--- src/rtl/minisys_cp0_pkg.sv ---
// Shared definitions for the Minisys-1A CP0 / exception stage: register indices,
// exception codes, Status/Cause field positions and the sequencing FSM states.
package minisys_cp0_pkg;

  localparam logic [4:0] CP0_STATUS = 5'd12;
  localparam logic [4:0] CP0_CAUSE  = 5'd13;
  localparam logic [4:0] CP0_EPC    = 5'd14;

  localparam logic [4:0] EXC_INT = 5'd0;
  localparam logic [4:0] EXC_SYS = 5'd8;
  localparam logic [4:0] EXC_BP  = 5'd9;
  localparam logic [4:0] EXC_RI  = 5'd10;
  localparam logic [4:0] EXC_OV  = 5'd12;

  localparam int ST_IE      = 0;
  localparam int ST_EXL     = 1;
  localparam int ST_IM_LO   = 10;
  localparam int CA_CODE_LO = 2;
  localparam int CA_IP_LO   = 10;

  typedef enum logic {
    S_RUN      = 1'b0,
    S_REDIRECT = 1'b1
  } state_e;

endpackage

--- src/rtl/int_sync.sv ---
// Two-flop synchronizer bringing the asynchronous interrupt request lines
// into the clock domain.
module int_sync #(
  parameter int W = 6
) (
  input  logic         clk_i,
  input  logic         rst_ni,
  input  logic [W-1:0] async_i,
  output logic [W-1:0] sync_o
);

  logic [W-1:0] meta_q;
  logic [W-1:0] sync_q;

  always_ff @(posedge clk_i or negedge rst_ni) begin
    if (!rst_ni) begin
      meta_q <= '0;
      sync_q <= '0;
    end else begin
      meta_q <= async_i;
      sync_q <= meta_q;
    end
  end

  assign sync_o = sync_q;

endmodule

--- src/rtl/cp0_exception_unit.sv ---
// CP0 register file (Status/Cause/EPC) and exception sequencer. Accepted events
// produce a registered one-cycle redirect to the fetch stage.
module cp0_exception_unit
  import minisys_cp0_pkg::*;
#(
  parameter logic [31:0] EXC_VECTOR   = 32'h0000_F000,
  parameter logic [31:0] STATUS_RESET = 32'h0000_0000
) (
  input  logic        clock,
  input  logic        reset_n,
  input  logic        instr_valid,
  input  logic [31:0] pc,
  input  logic        Break,
  input  logic        Syscall,
  input  logic        Eret,
  input  logic        Reserved_instruction,
  input  logic        Mfc0,
  input  logic        Mtc0,
  input  logic        overflow,
  input  logic [4:0]  cp0_sel,
  input  logic [31:0] cp0_wdata,
  input  logic [5:0]  ext_int,
  output logic [31:0] cp0_rdata,
  output logic        redirect,
  output logic [31:0] redirect_pc,
  output logic        exl
);

  logic [5:0]  ip;
  state_e      state_q, state_d;
  logic        ie_q, ie_d;
  logic        exl_q, exl_d;
  logic [5:0]  im_q, im_d;
  logic [4:0]  code_q, code_d;
  logic [31:0] epc_q, epc_d;
  logic [31:0] rpc_q, rpc_d;
  logic        red_q, red_d;

  logic        accept;
  logic        int_pend;
  logic        exc_take;
  logic        exc_is_int;
  logic [4:0]  exc_code;

  // Reads are combinational regardless of the Mfc0 strobe.
  logic unused_mfc0;
  assign unused_mfc0 = Mfc0;

  int_sync #(.W(6)) u_int_sync (
    .clk_i  (clock),
    .rst_ni (reset_n),
    .async_i(ext_int),
    .sync_o (ip)
  );

  always_comb begin
    accept     = (state_q == S_RUN) && instr_valid;
    int_pend   = ie_q & ~exl_q & (|(ip & im_q));
    exc_take   = 1'b1;
    exc_is_int = 1'b0;
    exc_code   = EXC_INT;
    if (Reserved_instruction)  exc_code = EXC_RI;
    else if (Break)            exc_code = EXC_BP;
    else if (Syscall)          exc_code = EXC_SYS;
    else if (overflow)         exc_code = EXC_OV;
    else if (int_pend)         exc_is_int = 1'b1;
    else                       exc_take = 1'b0;
  end

  always_comb begin
    state_d = S_RUN;
    ie_d    = ie_q;
    exl_d   = exl_q;
    im_d    = im_q;
    code_d  = code_q;
    epc_d   = epc_q;
    rpc_d   = rpc_q;
    red_d   = 1'b0;
    if (accept && exc_take) begin
      // A nested exception keeps the EPC of the outermost one.
      if (!exl_q) epc_d = exc_is_int ? (pc + 32'd4) : pc;
      code_d  = exc_code;
      exl_d   = 1'b1;
      rpc_d   = EXC_VECTOR;
      red_d   = 1'b1;
      state_d = S_REDIRECT;
    end else if (accept) begin
      if (Mtc0) begin
        case (cp0_sel)
          CP0_STATUS: begin
            im_d  = cp0_wdata[ST_IM_LO +: 6];
            exl_d = cp0_wdata[ST_EXL];
            ie_d  = cp0_wdata[ST_IE];
          end
          CP0_EPC: epc_d = cp0_wdata;
          default: ;
        endcase
      end
      if (Eret) begin
        exl_d   = 1'b0;
        rpc_d   = epc_q;
        red_d   = 1'b1;
        state_d = S_REDIRECT;
      end
    end
  end

  always_ff @(posedge clock or negedge reset_n) begin
    if (!reset_n) begin
      state_q <= S_RUN;
      ie_q    <= STATUS_RESET[ST_IE];
      exl_q   <= STATUS_RESET[ST_EXL];
      im_q    <= STATUS_RESET[ST_IM_LO +: 6];
      code_q  <= '0;
      epc_q   <= '0;
      rpc_q   <= '0;
      red_q   <= 1'b0;
    end else begin
      state_q <= state_d;
      ie_q    <= ie_d;
      exl_q   <= exl_d;
      im_q    <= im_d;
      code_q  <= code_d;
      epc_q   <= epc_d;
      rpc_q   <= rpc_d;
      red_q   <= red_d;
    end
  end

  always_comb begin
    cp0_rdata = '0;
    case (cp0_sel)
      CP0_STATUS: begin
        cp0_rdata[ST_IM_LO +: 6] = im_q;
        cp0_rdata[ST_EXL]        = exl_q;
        cp0_rdata[ST_IE]         = ie_q;
      end
      CP0_CAUSE: begin
        cp0_rdata[CA_IP_LO +: 6]   = ip;
        cp0_rdata[CA_CODE_LO +: 5] = code_q;
      end
      CP0_EPC: cp0_rdata = epc_q;
      default: ;
    endcase
  end

  assign redirect    = red_q;
  assign redirect_pc = rpc_q;
  assign exl         = exl_q;

endmodule

--- config.mk ---
export PLATFORM = sky130hd
export DESIGN_NAME = cp0_exception_unit
export DESIGN_NICKNAME = d
export VERILOG_FILES = /design/src/rtl/minisys_cp0_pkg.sv /design/src/rtl/int_sync.sv /design/src/rtl/cp0_exception_unit.sv
export SDC_FILE = /design/constraint.sdc
export NUM_CORES = 1
export LEC_CHECK = 0
export CORE_MARGIN = 2
export CORE_UTILIZATION = 30
export CTS_BUF_LIST = sky130_fd_sc_hd__clkbuf_16
export DETAILED_ROUTE_END_ITERATION = 12
export GPL_TIMING_DRIVEN = 0
export SKIP_LAST_GASP = 1
export SLEW_MARGIN = 20
export SYNTH_ARGS = -nofsm -noshare
export SYNTH_HDL_FRONTEND = slang
export SYNTH_SLANG_ARGS = --single-unit
--- constraint.sdc ---
create_clock -name clock -period 1.9 [get_ports clock]
set_input_delay 0.38 -clock clock [delete_from_list [all_inputs] [get_ports clock]]
set_output_delay 0.38 -clock clock [all_outputs]
set_load 0.05 [all_outputs]
=== Yosys cells after proc, flatten, opt, wreduce, memory -nomap -nowiden ===
Index checks and enable logic that the tools add are counted.

* Add/sub/neg operators: 1
* Eq/ne operators: 4
* Muxes and demuxes: 35
* Bitwise operators: 6
* Reductions and logical operators: 13

{| class="wikitable"
|+ Operator list
! cell !! count
|-
| two-way mux 32 bit || 9
|-
| adder 32 x 3 -> 32 bit, second input constant || 1
|-
| one-hot mux 6 bit (3 select lines) || 1
|-
| two-way mux 1 bit || 17
|-
| two-way mux 16 bit || 1
|-
| two-way mux 4 bit || 4
|-
| == test 5 x 4 -> 1 bit, second input constant || 3
|-
| one-hot mux 5 bit (2 select lines) || 1
|-
| AND reduction 4 bit || 2
|-
| nonzero test 2 bit || 4
|-
| AND 6 bit || 1
|-
| nonzero test 3 bit || 2
|-
| OR reduction 6 bit || 1
|-
| one-hot mux 2 bit (2 select lines) || 1
|-
| two-way mux 3 bit || 1
|-
| NOT 1 bit || 3
|-
| AND reduction 3 bit || 1
|-
| AND 1 bit || 2
|-
| logical AND 1 bit || 2
|-
| != test 2 bit, second input constant || 1
|-
| AND reduction 2 bit || 1
|}

* Flip-flop bits (word level): 90
* Input bits: 85
* Output and inout bits: 66
* Word-level logic and storage cells: 68

=== Longest topological paths before layout ===
Gate-level depths: netlist of run 1.

* Depth in word-level cells: 11
* Mapped depth: 8
* Gate-level depth less buffers: 6

=== Hierarchy ===
A second synthesis of run 1 with hierarchy kept.

* Cell total of the unflattened synthesis: 442
* Area total of the unflattened synthesis: 4,398.0 sq um

{| class="wikitable"
|+ Modules (own cells, without submodules)
! module !! instances !! cells each !! area each (sq um) !! sequential area each (sq um)
|-
| cp0_exception_unit || 1 || 430 || 4,097.7 || 1,926.8
|-
| int_sync || 1 || 12 || 300.3 || 300.3
|}

=== Least setup slack after synthesis of run 1 ===
No wires, ideal clock.

* Path kind: in2out
* Start: in cp0_sel[0]
* End: out cp0_rdata[10]
* Arrival time: 1.900 ns
* Data required time: 1.520 ns
* Setup slack: -0.380 ns
* Stages: 5
* Buffers on the path: 2
* Cell sequence: buf_2 > nor4b_2 > clkbuf_1 > nand2_1 > o21ai_0

* Word-level cells in the longest chain between the ends: 2
* Elaborated cells between the ends (all ways): 4
* Classes of those cells: 3 x eq/ne; 1 x mux

{| class="wikitable"
|+ Ends and longest elaborated chain
! item !! RTL line !! RTL
|-
| from (decl) || cp0_exception_unit.sv:20 || <nowiki>input logic [4:0] cp0_sel,</nowiki>
|-
| == test 5 x 4 -> 1 bit || cp0_exception_unit.sv:132 || <nowiki>case (cp0_sel)</nowiki>
|-
| one-hot mux 6 bit (3 select lines) (*) || cp0_exception_unit.sv:132 ||
|-
| to (decl) || cp0_exception_unit.sv:23 || <nowiki>output logic [31:0] cp0_rdata,</nowiki>
|}

Every way passes the cells marked *; elsewhere a longest branch is shown, timed or not.

=== Worst setup path after layout of run 1 ===
* Start: in pc[13]
* End: reg epc_q[16]

* Word-level cells in the longest chain between the ends: 4

{| class="wikitable"
|+ Ends and longest elaborated chain
! item !! RTL line !! RTL
|-
| from (decl) || cp0_exception_unit.sv:12 || <nowiki>input logic [31:0] pc,</nowiki>
|-
| adder 32 x 3 -> 32 bit || cp0_exception_unit.sv:81 || <nowiki>if (!exl_q) epc_d = exc_is_int ? (pc + 32'd4) : pc;</nowiki>
|-
| two-way mux 32 bit (2 in a row) || cp0_exception_unit.sv:81 ||
|-
| two-way mux 32 bit || cp0_exception_unit.sv:79 || <nowiki>if (accept && exc_take) begin</nowiki>
|-
| to (signal assigned) || cp0_exception_unit.sv:124 || <nowiki>epc_q <= epc_d;</nowiki>
|-
| to (decl) || cp0_exception_unit.sv:35 || <nowiki>logic [31:0] epc_q, epc_d;</nowiki>
|}

No other way between the ends. The select of a mux whose other input is x is not followed.
A chain may end at the register's enable or synchronous reset.

==> results.md, run 1 <==
- Ys Warns: 0
- Most frequent cells in the layout: 87 x dfrtp_1, 55 x clkdlybuf4s50_1, 46 x nand2_1
- Drc violations: 0
- Type of origin of the critical path: input pin
- GR Overflow Total: 0
- Hold Path Class: input pin to register
- Pre-antenna DRT Iters: 5
- Post-synth EDFFs: 0
- Worst Tran Pin Value: 0.539 ns
- Ant. Diodes: 0
- Cell variety after synth: 55
- Clock power frac: 0.278
- Setup CP Type: input pin to register
- Initial Utilization: 0.304
- Initial DRC Count: 395
- Gate Count Post-Synth: 476
- Vias in the first global route: 4892
- Commonest non-fill, non-tap cell in the layout: dfrtp_1
- Antenna viol nets, final: 0
- Final wirelength: 18.8 mm
- Clock Path Buffers: 2
- Antenna violations before repair: 0
- Max Fanout on Critical Path: 6
- GRT Total Usage: 0.219
- CORE AREA: ~16000 sq um
- CTS tree: built
- Slew Limit Fails: 0
- Main flop type after synthesis: dfrtp_1
- Worst vdd ir: 0.000417 V
- Die width: 130 microns
- Max Clock Freq: 515 MHz
- Outcome: complete, but fails checks
- Pre-CTS WS: -1.34 ns
- Final Cycle Share: 1.02
- Syn_nets: 562
- Sw power: 2.16 mW
- Largest net degree at the start of global routing: 57
- Die area: 17000 sq um
- Setup Skew: 0.00940 ns
- Root buffer cell: clkbuf_16
- Detail Placement HPWL: ~13 mm
- Final hold slack: 0.313 ns
- Avg WL per Cell: 20.8 microns
- First-pass GRT wire length: about 28 mm
- Overall Power: 6.12 mW
- Synthesized area: 4790 sq um
- Row count: 46
- Chip height: 130 microns
- RSZ-0062 raised after global routing: true
- Final-report setup violation count: 11
- I/O pin count: 151
- Fin. Hold Viols: 0
- CP endpoint kind: register
- Clock-pin slew on the worst setup and hold paths: 0.07 ns
- Switching Share: 0.354
- CTS Buf Count: 9
- Power density over the cells: 742 nW/um^2
- Via count: about 5000
- Latest clock arrival within the worst-skew pair: 0.35 ns
- Gate power share: 0.277
- Setup ws final: -0.0418 ns
- Via density: 5.40
- Int Power: 3.95 mW
- Leak pwr: 3.88 nW
- Slew headroom: 0.642
- Crit path required time: 2.11 ns
- Reg power frac: 0.445
- Post-synth ARST share: 1.00
- Clk sink count: just under 90
- Total negative setup slack: -0.156 ns
- Max_cap viols: 0
- GP Congestion: 0.852
- Clock period minus worst slack: 1.94 ns
- Sequential fraction of the synthesis area: 0.465
- Violated checks: setup timing
- Critical Path AT: 2.15 ns
- P&R area growth vs syn: 72.0%
- Yosys reg bits: 89
- Port bufs: 148
- CTS H-Tree Depth: 3
- Layout cells sized above 1: 0.375
- Mean Syn Cell Area: 10.1 sq um
- Nets: slightly below 800
==> critical path, stage by stage <==
cell and delay [ns]:
clkdlybuf4s50_1 0.70, nand4_4 0.28, nor4_1 0.38, xnor2_1 0.23
o221ai_1 0.18
==> layout make-up <==
type                            count  area (sq um)
Fill cell                        1400          7530
Multi-Input combinational cell    339          2980
Sequential cell                    89          2230
Timing Repair Buffer              199          2080
Buffer                             29           344
Tap cell                          216           270
Clock buffer                        9           225
Inverter                           16          60.1
Clock inverter                      7          55.1
==> per-stage QoR <==
step           cells   util  instance area [sq um]
2_1_floorplan    476      -                   5080
3_3_place_gp     840  0.433                   6830
3_5_place_dp     841  0.435                   6860
4_1_cts          891  0.497                   7840
5_1_grt          904  0.523                   8240
6_report         904  0.523                   8240
==> layer usage <==
layer,global-route usage,share of wire,vias to the layer above
li1,-,-,2195
met1,0.293,0.41,2422
met2,0.362,0.49,222
met3,0.0305,0.062,47
met4,0.0851,0.035,0
met5,0,0,-
==> registers in the layout, summed over array words and instances (netlist names) <==
name,count
epc_q,32
redirect_pc,32
im_q,6
u_int_sync.meta_q,6
u_int_sync.sync_o,6
code_q,4
exl,1
ie_q,1
redirect,1
==> timing repair <==
| item | 4_1_cts | 5_1_grt |
|---|---|---|
| cloned | 7 | 2 |
| hold buffers | 1 | 0 |
| buffers inserted | 31 | 12 |
| hold endpoints to repair | 13 | 0 |
| resized for setup | 393 | 91 |
| pin swaps | 22 | 29 |
| endpoints found under the setup margin | 136 | 85 |
==> logic make-up (layout without fill, tap and decap cells) <==
family,Yosys count,count (layout),share of synthesized area
compound gates,99,99,0.173
flops,89,89,0.465
buf+inv,50,260,0.0446
simple gates,202,204,0.245
fa+ha+maj,1,1,0.00261
mux,16,16,0.0352
xor+xnor,19,19,0.0347
==> power groups by stage <==
stage	registers, mW	clock network (mW)	logic, mW
floorplan	2.73	0	0.720
global placement	2.70	0	1.46
detailed placement	2.72	0	1.49
CTS	2.69	1.71	1.58
global route	2.75	1.80	1.80
finish	2.72	1.70	1.69
==> cells in the mapped netlist (10+ instances only) <==
cell	number	area, sq um
o31ai_1	10	75.1
o21ai_0	13	65.1
nand3_1	30	150
nor4_1	11	68.8
a21oi_1	10	50.1
buf_2	12	60.1
dfrtp_1	89	2230
and2_1	22	138
nor2_1	14	52.6
nand2_1	56	210
a22o_1	27	236
inv_1	16	60.1
clkbuf_1	18	67.6
and3_1	12	75.1
xnor2_1	13	114
nand4_1	11	68.8
nor3_1	14	70.1
==> path summary, 6_finish.rpt <==
path	from	end	slack, ns	depth (start not counted)
hold / removal	overflow	code_q[2]	0.31	3
min in group asynchronous	reset_n	u_int_sync.sync_o[4]	0.53	2
hold reg to reg	u_int_sync.meta_q[0]	u_int_sync.sync_o[0]	0.35	0
setup reg to reg	im_q[2]	epc_q[26]	-0.02	6
max in group asynchronous	reset_n	exl	0.70	3
setup / recovery	pc[13]	epc_q[16]	-0.04	5
No activity file was read; power rests on OpenSTA's default activity.
==> inputs of run 2 (changes only) <==
Settings changed: CORE_UTILIZATION 30 to 42, PLACE_DENSITY from default to 0.76.
==> results.md, run 2 (synthesis results as in run 1) <==
- Critical Path AT: 2.24 ns (+0.09 ns)
- Power density over the cells: 751 nW/um^2 (+1.2%)
- CP endpoint kind: register
- Clock power frac: 0.275 (-0.003)
- Most frequent cells in the layout: 87 x dfrtp_1, 61 x clkdlybuf4s50_1, 60 x buf_4
- Max Clock Freq: 493 MHz (-4.3%)
- Initial DRC Count: 576 (+46%)
- Die width: 111 microns (-15%)
- Max Fanout on Critical Path: 5 (-1)
- Setup ws final: -0.130 ns (-0.0878 ns)
- Overall Power: 6.08 mW (-0.58%)
- GP Congestion: 0.927 (+8.9%)
- GRT Max-Usage Layer: met2
- Die area: 12300 sq um (-28%)
- Filler cells: 768 (-45%)
- Initial Utilization: 0.425 (+0.121)
- Outcome: complete, but fails checks
- Violated checks: setup timing
- Switching Share: 0.353 (about the same)
- R2r startpoint: u_int_sync.sync_o[2]
- Clock Path Buffers: 2 (unchanged)
- Critical-path cell list: a22oi_2 > a31oi_4 > buf_4 > buf_6 > nand4bb_4 > nand2_4 > buf_4 > o221ai_1
- Type of origin of the critical path: register
- Latest clock arrival within the worst-skew pair: 0.34 ns (about the same)
- Largest net degree at the start of global routing: 48 (-16%)
- Critical path's largest stage delay: 0.39 ns (-0.31 ns)
- Layout cells sized above 1: 0.372 (-0.00341)
- DP Area: 6760 sq um (-1.4%)
- Row count: 39 (-15%)
- Pre-antenna DRT Iters: 7 (+2)
- I/O pin count: 151 (unchanged)
- Final Cycle Share: 1.07 (+0.0462)
- Commonest non-fill, non-tap cell in the layout: dfrtp_1
- Port bufs: 148 (unchanged)
- Detail Placement HPWL: 12.3 mm (-7.7%)
- Setup Skew: 0.00977 ns (+0.000368 ns)
- Final-report setup violation count: 35 (+24)
- Clock period minus worst slack: 2.03 ns (+0.0878 ns)
- Critical path origin: u_int_sync.sync_o[2]
- Setup CP Type: register to register
- Worst vdd ir: 0.000637 V (+53%)
- Fin. Hold Viols: 0 (unchanged)
- CORE AREA: 11300 sq um (-29%)
- Hold Path Class: input pin to async pin
- Nets: 779 (+1.3%)
- Reg2reg setup slack: -0.13 ns (-0.11 ns)
- GR Layer Usage met3: 0.0672 (+0.0367)
- CTS Buf Count: 9 (unchanged)
- Placed instance count: 768 (-8.7%)
- Final wirelength: 18.6 mm (-0.71%)
- Int Power: 3.93 mW (-0.55%)
- GRT Total Usage: 0.280 (+0.0615)
- Chip height: 111 microns (-15%)
- Antenna violations before repair: 0 (unchanged)
- Grt met2 use: 0.454 (+0.0921)
- Via density: 6.12 (+13%)
- Leak pwr: 3.95 nW (+1.9%)
- Via count: 5141 (+5.2%)
- Cell mode on critical path: buf_4
- Reg2Reg Depth: 8 (+2)
- Slew Limit Fails: 0 (unchanged)
- Ant. Diodes: 0 (unchanged)
- Drc violations: 0 (unchanged)
- CP endpoint: epc_q[13]
- Max_cap viols: 0 (unchanged)
- First-pass GRT wire length: 27.0 mm (-3.3%)
- Worst Tran Pin Value: 0.640 ns (+0.101 ns)
- Worst path slowest cell: dfrtp_1
- Clk sink count: 89 (unchanged)
- GR Overflow Total: 0 (unchanged)
- RSZ-0062 raised after global routing: true
- R2r endpoint: epc_q[13]
- Post-route insts no fill: 840 (-7.1%)
- M1 GR Usage: 0.369 (+0.0763)
- Crit path required time: 2.11 ns (about the same)
- Gate power share: 0.278 (about the same)
- Post-route cell area: 8100 sq um (-1.7%)
- Root buffer cell: clkbuf_16
- Slew headroom: 0.574 (-0.0685)
- Antenna viol nets, final: 0 (unchanged)
- Reg power frac: 0.448 (+0.003)
- Avg WL per Cell: 22.2 microns (+6.9%)
- P&R area growth vs syn: 69.0%
- Clock-pin slew on the worst setup and hold paths: 0.07 ns (about the same)
- Sw power: 2.15 mW (-0.64%)
- CTS H-Tree Depth: 3 (unchanged)
- CTS tree: built
- Vias in the first global route: 4933 (+0.84%)
-- run 2: cell count changes in the layout (fill, tap and decap cells not counted), moves of 13 or more --
cell,delta
and2_2,+13
dlymetal6s2s_1,+13
buf_8,-21
dlygate4sd2_1,-16
buf_4,+20
and2_4,-13
-- run 2: metrics by stage --
stage / TNS (ns) / hold WS, ns / util / worst slack (ns)
finish: -3.05 / 0.0431 / 0.719 / -0.130
CTS: -0.0888 / 0.0705 / 0.675 / -0.0296
floorplan: -0.235 / 0.0844 / - / -0.0624
detailed placement: -102.75 / 0.335 / 0.600 / -1.34
global route: -4.75 / 0.0990 / 0.719 / -0.188
global placement: -338.21 / 0.334 / 0.598 / -3.04
-- run 2: area by class of cell --
| type | instances | area, sq um | area share |
|---|---|---|---|
| inverters | 16 | 60.1 | 0.00741 |
| plain buffers | 29 | 347 | 0.0428 |
| repair buffers | 210 | 2130 | 0.263 |
| well taps | 143 | 179 | 0.0221 |
| clock inverters | 6 | 43.8 | 0.00541 |
| flip-flops and latches | 89 | 2230 | 0.275 |
| multi-input cells | 338 | 2880 | 0.356 |
| clock buffers | 9 | 225 | 0.0278 |
-- run 2: power groups by stage --
stage               Clock (mW)  Sequential, mW  Combinational, mW
floorplan                    0            2.73              0.720
global placement             0            2.70               1.44
detailed placement           0            2.71               1.48
CTS                       1.65            2.68               1.58
global route              1.73            2.75               1.79
finish                    1.67            2.72               1.69
-- run 2: worst max-delay path: cells and delay by family (launching register included) --
family	cells	cell delay, ns
buf+inv	3	0.43
flops	1	0.39
compound gates	3	0.61
simple gates	2	0.45
-- run 2: how the worst min path moves through the flow --
stage,startpoint,to,slack [ns],cells after the start
final,reset_n,u_int_sync.meta_q[2],0.04,1
after global routing,reset_n,u_int_sync.meta_q[2],0.1,1
after floorplan,reset_n,code_q[0],0.08,0
after detailed placement,u_int_sync.meta_q[0],u_int_sync.sync_o[0],0.33,0
after CTS,reset_n,u_int_sync.meta_q[2],0.07,1
after global placement,u_int_sync.meta_q[4],u_int_sync.sync_o[4],0.33,0
-- run 2: per-layer routing --
metal  vias up  part of all wire
met2       330              0.48
met1      2519              0.39
met4         0             0.045
met5         -                 0
met3        83             0.093
li1       2209                 -
-- run 2: timing repair --
| action | 4_1_cts | 5_1_grt |
|---|---|---|
| pin swaps | 22 | 16 |
| gates cloned | 4 | 4 |
| hold buffers | 0 | 0 |
| setup endpoints to repair | 118 | 121 |
| setup buffers | 33 | 21 |
| resized for setup | 331 | 92 |
| endpoints found under the hold margin | 0 | 0 |
